`config.mk`:
```
export PLATFORM = sky130hd
export DESIGN_NAME = proc_control_unit_flat
export DESIGN_NICKNAME = d
export VERILOG_FILES = /design/src/rtl/proc_control_if.sv /design/src/rtl/proc_control_unit.sv /design/src/flat_wrapper.sv
export SDC_FILE = /design/constraint.sdc
export NUM_CORES = 1
export LEC_CHECK = 0
export ABC_AREA = 1
export ABC_CLOCK_PERIOD_IN_PS = 1300
export BUFFER_PORTS_ARGS = -buffer_cell sky130_fd_sc_hd__buf_2
export CAP_MARGIN = 25
export CORE_MARGIN = 4
export CORE_UTILIZATION = 25
export CTS_CLUSTER_DIAMETER = 100
export DETAILED_ROUTE_END_ITERATION = 8
export GPL_TIMING_DRIVEN = 1
export PLACE_DENSITY = 0.53
export REMOVE_ABC_BUFFERS = 1
export SYNTH_ARGS = -nofsm -noshare
export SYNTH_HDL_FRONTEND = slang
export SYNTH_SLANG_ARGS = --single-unit
```
`constraint.sdc`:
```
create_clock -name clk -period 1.3 [get_ports clk]
set_input_delay 0.195 -clock clk [delete_from_list [all_inputs] [get_ports clk]]
set_output_delay 0.195 -clock clk [all_outputs]
set_load 0.02 [all_outputs]
```
`src/rtl/proc_control_if.sv`:
```
// Handshake/control bundle between the instruction source and the control unit.
// The slave side is the control unit; the master side supplies run/din and observes controls.
interface proc_control_if #(
  parameter int N = 16
);
  logic         run;
  logic [N-1:0] din;
  logic [2:0]   bus_sel;
  logic [5:0]   r_load;
  logic         ir_load;
  logic         a_load;
  logic         g_load;
  logic         alu_sub;
  logic         done;
  logic         illegal;

  modport master (
    output run, din,
    input  bus_sel, r_load, ir_load, a_load, g_load, alu_sub, done, illegal
  );

  modport slave (
    input  run, din,
    output bus_sel, r_load, ir_load, a_load, g_load, alu_sub, done, illegal
  );
endinterface

```
`src/rtl/proc_control_unit.sv`:
```
// Multi-cycle control FSM for the 16-bit datapath: fetches an instruction word and
// sequences bus select, register loads and ALU control over T0..T3.
module proc_control_unit #(
  parameter int N = 16
) (
  input  logic           clk,
  input  logic           rst,
  proc_control_if.slave  bus
);

  typedef enum logic [1:0] {T0, T1, T2, T3} state_t;

  localparam logic [2:0] SEL_G   = 3'd6;
  localparam logic [2:0] SEL_DIN = 3'd7;

  state_t       state_q, state_d;
  logic [N-1:0] ir_q, ir_d;

  logic [2:0] op, rx, ry;
  logic       ir_unused;

  logic [2:0] bus_sel;
  logic [5:0] r_load;
  logic       ir_load, a_load, g_load, alu_sub, done, illegal;

  assign op        = ir_q[N-1 -: 3];
  assign rx        = ir_q[N-4 -: 3];
  assign ry        = ir_q[N-7 -: 3];
  assign ir_unused = ^ir_q[N-10:0];

  // Destinations 6 and 7 (G, din) are not writable registers, so they decode to no enable.
  function automatic logic [5:0] dest_onehot(input logic [2:0] r);
    logic [5:0] oh;
    oh = (r < 3'd6) ? (6'd1 << r) : 6'd0;
    return oh;
  endfunction

  always_ff @(posedge clk or posedge rst) begin
    if (rst) begin
      state_q <= T0;
      ir_q    <= '0;
    end else begin
      state_q <= state_d;
      ir_q    <= ir_d;
    end
  end

  always_comb begin
    state_d = state_q;
    ir_d    = ir_q;
    bus_sel = 3'b000;
    r_load  = 6'b000000;
    ir_load = 1'b0;
    a_load  = 1'b0;
    g_load  = 1'b0;
    alu_sub = 1'b0;
    done    = 1'b0;
    illegal = 1'b0;
    unique case (state_q)
      T0: begin
        ir_load = bus.run & ~rst;
        if (bus.run) begin
          ir_d    = bus.din;
          state_d = T1;
        end
      end
      T1: begin
        case (op)
          3'b000: begin
            bus_sel = ry;
            r_load  = dest_onehot(rx);
            done    = 1'b1;
            state_d = T0;
          end
          3'b001: begin
            bus_sel = SEL_DIN;
            r_load  = dest_onehot(rx);
            done    = 1'b1;
            state_d = T0;
          end
          3'b010, 3'b011: begin
            bus_sel = rx;
            a_load  = 1'b1;
            state_d = T2;
          end
          default: begin
            done    = 1'b1;
            illegal = 1'b1;
            state_d = T0;
          end
        endcase
      end
      T2: begin
        bus_sel = ry;
        g_load  = 1'b1;
        alu_sub = op[0];
        state_d = T3;
      end
      T3: begin
        bus_sel = SEL_G;
        r_load  = dest_onehot(rx);
        done    = 1'b1;
        state_d = T0;
      end
    endcase
  end

  assign bus.bus_sel = bus_sel;
  assign bus.r_load  = r_load;
  assign bus.ir_load = ir_load;
  assign bus.a_load  = a_load;
  assign bus.g_load  = g_load;
  assign bus.alu_sub = alu_sub;
  assign bus.done    = done;
  assign bus.illegal = illegal;

endmodule

```
`src/flat_wrapper.sv`:
```
// flat-port wrapper written by rule: the top's interface ports become plain ports
module proc_control_unit_flat 
#(
  parameter int N = 16
)
  (clk, rst, bus_run, bus_din, bus_bus_sel, bus_r_load, bus_ir_load, bus_a_load, bus_g_load, bus_alu_sub, bus_done, bus_illegal);
  proc_control_if #(.N(N)) bus_i ();
  input  logic clk;
  input  logic rst;
  input wire logic [$bits(bus_i.run)-1:0] bus_run;
  input wire logic [$bits(bus_i.din)-1:0] bus_din;
  output wire logic [$bits(bus_i.bus_sel)-1:0] bus_bus_sel;
  output wire logic [$bits(bus_i.r_load)-1:0] bus_r_load;
  output wire logic [$bits(bus_i.ir_load)-1:0] bus_ir_load;
  output wire logic [$bits(bus_i.a_load)-1:0] bus_a_load;
  output wire logic [$bits(bus_i.g_load)-1:0] bus_g_load;
  output wire logic [$bits(bus_i.alu_sub)-1:0] bus_alu_sub;
  output wire logic [$bits(bus_i.done)-1:0] bus_done;
  output wire logic [$bits(bus_i.illegal)-1:0] bus_illegal;
  assign bus_i.run = bus_run;
  assign bus_i.din = bus_din;
  assign bus_bus_sel = bus_i.bus_sel;
  assign bus_r_load = bus_i.r_load;
  assign bus_ir_load = bus_i.ir_load;
  assign bus_a_load = bus_i.a_load;
  assign bus_g_load = bus_i.g_load;
  assign bus_alu_sub = bus_i.alu_sub;
  assign bus_done = bus_i.done;
  assign bus_illegal = bus_i.illegal;
  proc_control_unit #(.N(N)) u_core (.clk(clk), .rst(rst), .bus(bus_i));
endmodule
```
Word level (Yosys, flattened, before mapping)
Cells that the tools add are included.
{"block": "op_classes", "mux": 17, "reduce_logical": 6, "n_shift": 1, "n_lt_le_gt_ge": 1, "bitwise": 2, "n_eq_ne": 7}
{"operator": "case mux 3 bit (3 select lines)", "n": 2}
{"operator": "two-way mux 6 bit", "n": 2}
{"operator": "case mux 6 bit (2 select lines)", "n": 1}
{"operator": "two-way mux 1 bit", "n": 8}
{"operator": "case mux 2 bit (4 select lines)", "n": 1}
{"operator": "equality test 3 x 2 -> 1 bit, second input constant", "n": 2}
{"operator": "left shift 1 x 3 -> 6 bit, first input constant", "n": 1}
{"operator": "equality test 2 bit, second input constant", "n": 2}
{"operator": "two-way mux 2 bit", "n": 2}
{"operator": "OR reduction 2 bit", "n": 2}
{"operator": "OR reduction 4 bit", "n": 1}
{"operator": "equality test 3 x 1 -> 1 bit, second input constant", "n": 1}
{"operator": "logical NOT 3 bit", "n": 1}
{"operator": "less-than comparator 3 bit, second input constant", "n": 1}
{"operator": "equality test 2 x 1 -> 1 bit, second input constant", "n": 1}
{"operator": "logical NOT 2 bit", "n": 1}
{"operator": "inequality test 2 bit, second input constant", "n": 1}
{"operator": "case mux 1 bit (2 select lines)", "n": 1}
{"operator": "AND reduction 2 bit", "n": 1}
{"operator": "bitwise AND 1 bit", "n": 1}
{"operator": "inverter 1 bit", "n": 1}
{"block": "word_totals", "input_bits": 19, "ff_bits": 18, "wordCells": 36, "output_inout_bits": 15}

Depth between registers and ports, before layout
Gate-level depths: netlist of the first run.
{"block": "logic_depth", "depth_word": 4, "ltp_mapped": 6, "depth_no_buf": 6}

Worst setup path before layout of the first run
No wires, ideal clock.
{"block": "synth_timing", "path_kind": "reg-to-output", "start": "register u_core.ir_q[15]", "end": "output port bus_r_load[4]", "path_stages_with_launch": 4, "path_buffers": 0, "arrival_ns": 1.209, "required_ns": 1.105, "path_slack_ns": -0.104, "path_cell_list": "dfrtp_1 -> o21ai_0 -> nand2_1 -> nor3_1"}
{"block": "synth_between", "elab_chain_cells": 4, "word_cells_on_any_way": 5, "cone_classes": "eq/ne (1); mux (2); reduce/logical (2)"}
{"item": "from (decl)", "line_no": "proc_control_unit.sv:17", "source": "logic [N-1:0] ir_q, ir_d;"}
{"item": "from (signal assigned)", "line_no": "proc_control_unit.sv:44", "source": "ir_q <= ir_d;"}
{"item": "equality test 3 x 1 -> 1 bit / logical NOT 3 bit (equally long branches)", "line_no": "proc_control_unit.sv:68", "source": "case (op)"}
{"item": "OR reduction 2 bit (no source line) (*)"}
{"item": "two-way mux 6 bit (*)"}
{"item": "case mux 6 bit (2 select lines) (*)", "line_no": "proc_control_unit.sv:59", "source": "unique case (state_q)"}
{"item": "to (decl)", "line_no": "flat_wrapper.sv:13", "source": "output wire logic [$bits(bus_i.r_load)-1:0] bus_r_load;"}
Mark *: on every way between the ends. The rest lies on a longest branch, timed or not.

Final worst setup path of the first run
{"block": "layout_timing", "start": "register u_core.ir_q[14]", "end": "output port bus_r_load[4]"}
The elaborated chain is that of the path after synthesis.

==> results of run 1 <==
## flip-flops by register name, indices dropped and copies added, names as in the netlist, named ones only
register / flops
u_core.state_q: 1
u_core.ir_q: 9
## metrics by stage
step / total power, mW / util (%) / instance area [µm²]
after floorplan: 1.40 / - / 657
after global placement: 1.87 / 35.4 / 892
after detailed placement: 1.89 / 35.4 / 892
after CTS: 2.50 / 42.4 / 1070
after global routing: 2.83 / 45.6 / 1150
final: 2.61 / 45.6 / 1150
## cell usage in the layout (no fill, tap or decap), types with 2 or more instances in the layout
cell type	instances
o21ai_1	2
buf_2	12
nor2_2	7
buf_6	10
nand3_1	4
nor2_1	11
nand2_1	15
dfrtp_1	10
nor3_2	3
o21ai_0	3
clkbuf_4	3
a21oi_2	6
inv_4	2
o21ai_2	3
inv_2	3
nand2_4	2
buf_4	19
inv_1	11
nor2_4	4
## logic make-up after synthesis
logic type	after synthesis
AOI/OAI and AO/OA	15
DFF	11
and+or+nand+nor	50
buffers and inverters	17
## synthesized netlist by cell type
| cell type | number |
|---|---|
| nor2_1 | 22 |
| inv_2 | 2 |
| o21ai_0 | 4 |
| o21ai_1 | 1 |
| inv_1 | 14 |
| o21ai_2 | 3 |
| nand2_1 | 18 |
| dfrtp_1 | 11 |
| a21oi_2 | 6 |
| nand3_4 | 1 |
| buf_6 | 1 |
| nor3_1 | 4 |
| nand3_1 | 5 |
| a21oi_1 | 1 |
## what timing repair did
action,in CTS,in global routing
endpoints found under the hold margin,11,0
setup buffers,5,2
hold buffers,1,0
pin swaps,6,5
resized for setup,35,23
cloned,0,0
endpoints found under the setup margin,15,17
## power groups by stage
stage	logic, mW	clock network [mW]	registers (mW)
after floorplan	0.762	0	0.637
after global placement	1.21	0	0.662
after detailed placement	1.22	0	0.664
after CTS	1.58	0.250	0.670
after global routing	1.85	0.276	0.703
final	1.69	0.238	0.681
## tightest hold or removal path, cell delays in order
cell	delay, ns
buf_2	0.09
inv_1	0.05
o21ai_2	0.05
## worst max path at each step
stage / to / cells past startpoint / from / slack, ns
finish: bus_r_load[4] / 5 / u_core.ir_q[14] / -0.20
global route: bus_r_load[5] / 5 / u_core.ir_q[14] / -0.30
CTS: bus_r_load[3] / 5 / u_core.ir_q[14] / -0.23
detailed placement: bus_r_load[3] / 5 / u_core.state_q[0] / 0.02
global placement: bus_bus_sel[1] / 7 / u_core.ir_q[15] / 0.03
floorplan: bus_r_load[4] / 3 / u_core.ir_q[15] / -0.10
## cell type report
class                      instances  area [µm²]
fill                             262        1370
clock buffer                       3        22.5
clock inverter                     1        5.00
multi-input combinational         65         418
sequential                        11         277
tap                               30        37.5
timing repair buffer              42         325
inverter                          16        65.1
## layer usage
metal	vias to the layer above	part of all wire, %	global-route usage (%)
li1	382	-	-
met1	350	45	13.8
met2	13	50	19.1
met3	0	5.0	3.89
met4	0	0	3.80
met5	-	0	0
==> results.md, run 1 <==
- Switching share of power: 47.2%
- CP Cell Sequence: o21ai_1 -> buf_4 -> nand2_2 -> nor3_2 -> buf_4
- Max Freq: 665 MHz
- Post-synthesis xor/xnor area fraction: 0%
- Post-synth top area share: 41.2%
- Crit path buffers/inverters: 2
- Most frequent CP cell: buf_4
- Initial antenna violation count: 0
- CTS Buf Count: 3
- Hold Fails Final Rpt: 0
- IO Port Bufs: 26
- Failing checks: setup timing
- First-pass DRT Iterations: 3
- R2R Setup Slk: 0.05 ns
- CP arrival: 1.31 ns
- Area of the core: 2520 µm²
- Critical path's top delay family: flip-flops
- Final period util: 116%
- Worst-margin pin slew: 0.440 ns
- Slew Viols, Final: 0
- Worst Path Max Fanout: 3
- Clock Power Share: 9.1%
- R2r endpoint: u_core.ir_q[10]
- Area Growth Syn to Fin: 72.1%
- Crit Path Class: reg2out
- IO Pins: 34
- Synth warn: 0
- Internal: 1.38 mW
- TNS Setup: -2.03 ns
- Adder-Cell Fraction of Synth Area: 0%
- Worst path slowest cell: dfrtp_1
- DR vias/cell: 4.43
- Standard-cell rows: 18
- Seq/Total Area, Yosys: 41.2%
- Final setup fails: 15
- Distinct cells, synth: 14
- Worst hold margin: 0.156 ns
- Post-place setup slack: 0.0162 ns
- # diodes: 0
- Min-Delay Startpoint: bus_din[9]
- CP peak stage delay: 0.39 ns
- Die W: 59.7 µm
- Vias in the first global route: 757
- Register bit total from synthesis: 11
- Maximum number of pins on one net before global-route repair: 12
- Worst rel slew slack: 70.6%
- Largest cells by area after synthesis: dfrtp_1, nor2_1, nand2_1
- Combinational fraction of design power: 64.8%
- Gpl congestion: 0.782
- Final wirelength: 1860 µm
- Synth Area in Compound Gates: 16.3%
- Iter 0 DRT Violations: 6
- Hold Path Stages: 3
- Simple-gate share of the synthesized area: 31.8%
- Max Cap Viol: 0
- Full die area: 3560 µm²
- GR Overflow Total: 0
- Synthesized area per cell: 7.18 µm²
- Worst-path clk slew: 0.07 ns
- First-pass GRT wire length: 3090 µm
- Hold Crit Class: in2reg
- Largest family of logic cells by synthesized area: simple AND/OR/NAND/NOR gates
- Clock Skews: 0.00109 ns
- Sink Count: 11
- Netlist Area Pre-Place: 668 µm²
- Initial Util: 26.5%
- Clock root buffer: clkbuf_4
- Leak: 0.585 nW
- Non-filler cells, final: 168
- CP endpoint kind: primary output
- Clk_lat worst skew: 0.27 ns
- Power density over cell area: 2270 nW/µm²
- Total Nets Final: 158
- RSZ-0062 raised after global routing: true
- Synth Instances: 93
- Setup ws final: -0.203 ns
- Startpoint Class: flop
- Placed cell count: 157
- Clock Path Buffers: 2
- Crit path time final: 1.50 ns
- Detailed placement HPWL: 1390 µm
- Seq pwr share: 26.1%
- Yosys top cell by area: dfrtp_1
- Remaining DRCs: 0
- Switching pwr: 1.23 mW
- Layout cells sized above 1: 58.0%
- CTS tree: built
- Post-synthesis mux area share: 0%
- Die Y: 59.7 µm
- DR vias: 745
- Final antenna-violating net count: 0
- WL/cell: 11.1 µm
- Max VDD drop: 1100 µV
- Register-to-Register Path Depth: 7
- H-tree Lvls: 1
- Worst path required time: 1.11 ns
- GRT Overall Usage: 11.5%
- Outcome: finished with violations
- Worst hold endpoint: u_core.ir_q[9]
Note: power is estimated with default switching activity, not from simulation.
==> run 2: changes to the inputs <==
==> constraint.sdc (replaced) <==
create_clock -name clk -period 1.3 [get_ports clk]
set_input_delay 0.065 -clock clk [delete_from_list [all_inputs] [get_ports clk]]
set_output_delay 0.065 -clock clk [all_outputs]
set_load 0.02 [all_outputs]
==> run 2 against run 1 <==
The run still ends with setup timing left. Clock-buffer cell count stayed put. Via count is 5.0% lower. Non-clock buffer count decreased by 9. Power fell by 12%. Maximum frequency is 9.5% higher. Final area fell by 13%. Combinational power down 20%. Core utilization decreased by 5.8 points. Sequential cell count did not move. First-iteration DRC count increased by 83%. Clock skew increased by 0.0032 ns. Critical path type unchanged. Largest cell class unchanged. Highest routed layer unchanged.
==> results.md, run 2 (same netlist as run 1, synthesis figures left out) <==
- H-tree Lvls: 1 (unchanged)
- R2R Setup Slk: 0.08 ns (+0.03 ns)
- Initial Util: 26.5% (unchanged)
- IO Pins: 34 (unchanged)
- Die W: 59.7 µm (unchanged)
- Placed cell count: 150 (-4.5%)
- Standard-cell rows: 18 (unchanged)
- Power density over cell area: 2290 nW/µm² (+1.0%)
- Clock Skews: 0.00430 ns (+0.00321 ns)
- Fillers: 292 (+11%)
- Leak: 0.521 nW (-11%)
- CP endpoint kind: primary output
- Hold Crit Class: in2reg
- Finished layout cell area: 1000 µm² (-13%)
- Worst path slowest cell: dfrtp_2
- WL/cell: 10.7 µm (-3.6%)
- CP arrival: 1.31 ns (about the same)
- First-pass DRT Iterations: 4 (+1)
- Worst hold margin: 0.0305 ns (-0.126 ns)
- Startpoint Class: flop
- Max Freq: 729 MHz (+9.5%)
- Largest Register: u_core.ir_q
- Most frequent cells in the layout: nor2_1, nand2_1, buf_2
- Layout cells sized above 1: 47.3% (-11 points)
- IO Port Bufs: 26 (unchanged)
- Worst Path Max Fanout: 5 (+2)
- Slew Viols, Final: 0 (unchanged)
- Detailed placement HPWL: 1260 µm (-9.2%)
- Maximum number of pins on one net before global-route repair: 19 (+7)
- Clk_lat worst skew: 0.27 ns (about the same)
- Setup ws final: -0.0719 ns (+0.131 ns)
- First-pass GRT wire length: 2790 µm (-9.6%)
- Min-Delay Startpoint: bus_din[8]
- Remaining DRCs: 0 (unchanged)
- Worst rel slew slack: 71.5% (+0.87 points)
- CP Cell Sequence: o21ai_4 -> nand2_1 -> nor3_1 -> buf_2
- RSZ-0062 raised after global routing: true
- Crit Path Class: reg2out
- Clock root buffer: clkbuf_4
- Worst path required time: 1.24 ns (+0.13 ns)
- Full die area: 3560 µm² (unchanged)
- Max VDD drop: 1060 µV (-4.1%)
- Area of the core: 2520 µm² (unchanged)
- Max Cap Viol: 0 (unchanged)
- Total Nets Final: 149 (-5.7%)
- Initial antenna violation count: 0 (unchanged)
- Final wirelength: 1700 µm (-8.7%)
- Post-DP Area: 840 µm² (-5.9%)
- DR vias: 708 (-5.0%)
- Core Util, Final: 39.8% (-5.8 points)
- CP startpoint: u_core.ir_q[15]
- CP peak stage delay: 0.47 ns (+0.08 ns)
- Non-filler cells, final: 159 (-5.4%)
- Final antenna-violating net count: 0 (unchanged)
- Worst-margin pin slew: 0.427 ns (-0.0130 ns)
- Sink Count: 11 (unchanged)
- GR Overflow Total: 0 (unchanged)
- # diodes: 0 (unchanged)
- Die Y: 59.7 µm (unchanged)
- Crit path time final: 1.37 ns (-0.131 ns)
- Final setup fails: 9 (-6)
- Iter 0 DRT Violations: 11 (+5)
- CTS tree: built
- Area Growth Syn to Fin: 50.4%
- Vias in the first global route: 670 (-11%)
- Gpl congestion: 0.832 (+6.5%)
- Biggest regs: u_core.ir_q x9, u_core.state_q x1
- Worst-path clk slew: 0.08 ns (about the same)
- GRT Overall Usage: 10.4% (-1.2 points)
- Power consumption: 2.30 mW (-12%)
- DR vias/cell: 4.45 (+0.41%)
- Failing checks: setup timing
- Outcome: finished with violations
- Max reg flops: 9 (unchanged)
- CTS Buf Count: 3 (unchanged)
- Hold Fails Final Rpt: 0 (unchanged)
- Final period util: 106% (-10 points)
- Clock Path Buffers: 2 (unchanged)
==> run 2: worst paths after layout <==
check	endpoint	cells past startpoint
min in group asynchronous	u_core.ir_q[10]	3
worst min register to register	u_core.ir_q[7]	2
worst max-delay path	bus_r_load[4]	4
worst max register to register	u_core.ir_q[14]	5
max in group asynchronous	u_core.ir_q[14]	3
worst min-delay path	u_core.ir_q[8]	3
==> run 2: area by class of cell <==
class / count / area [µm²] / area share, %
Inverter: 16 / 60.1 / 5.98
Timing Repair Buffer: 33 / 229 / 22.8
Clock buffer: 3 / 22.5 / 2.24
Sequential cell: 11 / 278 / 27.6
Multi-Input combinational cell: 65 / 373 / 37.1
Tap cell: 30 / 37.5 / 3.74
Clock inverter: 1 / 5.00 / 0.498
==> run 2: critical path, delay by kind of cell (launching register included) <==
kind            cells  cell delay (ns)
compound gates      1             0.16
buf+inv             1             0.19
flops               1             0.47
simple gates        2             0.23
==> run 2: where the power goes <==
group	total, mW	internal, mW	switching [mW]	leakage (nW)
clock network	0.232	0.114	0.118	0.0177
logic	1.36	0.569	0.788	0.377
registers	0.715	0.513	0.202	0.127
total	2.30	1.20	1.11	0.521
==> run 2: repair_timing <==
| action | CTS | global route |
|---|---|---|
| endpoints found under the hold margin | 11 | 0 |
| buffers inserted | 2 | 2 |
| resized for setup | 18 | 16 |
| endpoints found under the setup margin | 12 | 14 |
| pin swaps | 2 | 2 |
| hold buffers | 1 | 0 |
==> run 2: per-layer routing <==
layer / global-route usage, % / part of all wire (%) / routed length [µm]
met3: 2.81 / 4.5 / 76
met1: 13.8 / 45 / 770
met5: 0 / 0 / 0
met4: 2.85 / 0 / 0
met2: 16.4 / 50 / 848
==> run 2: metrics by stage <==
step	worst slack, ns	TNS [ns]
after floorplan	0.0255	0
after global placement	0.0747	0
after detailed placement	0.0533	0
after CTS	-0.0779	-0.489
after global routing	-0.178	-1.58
final	-0.0719	-0.386
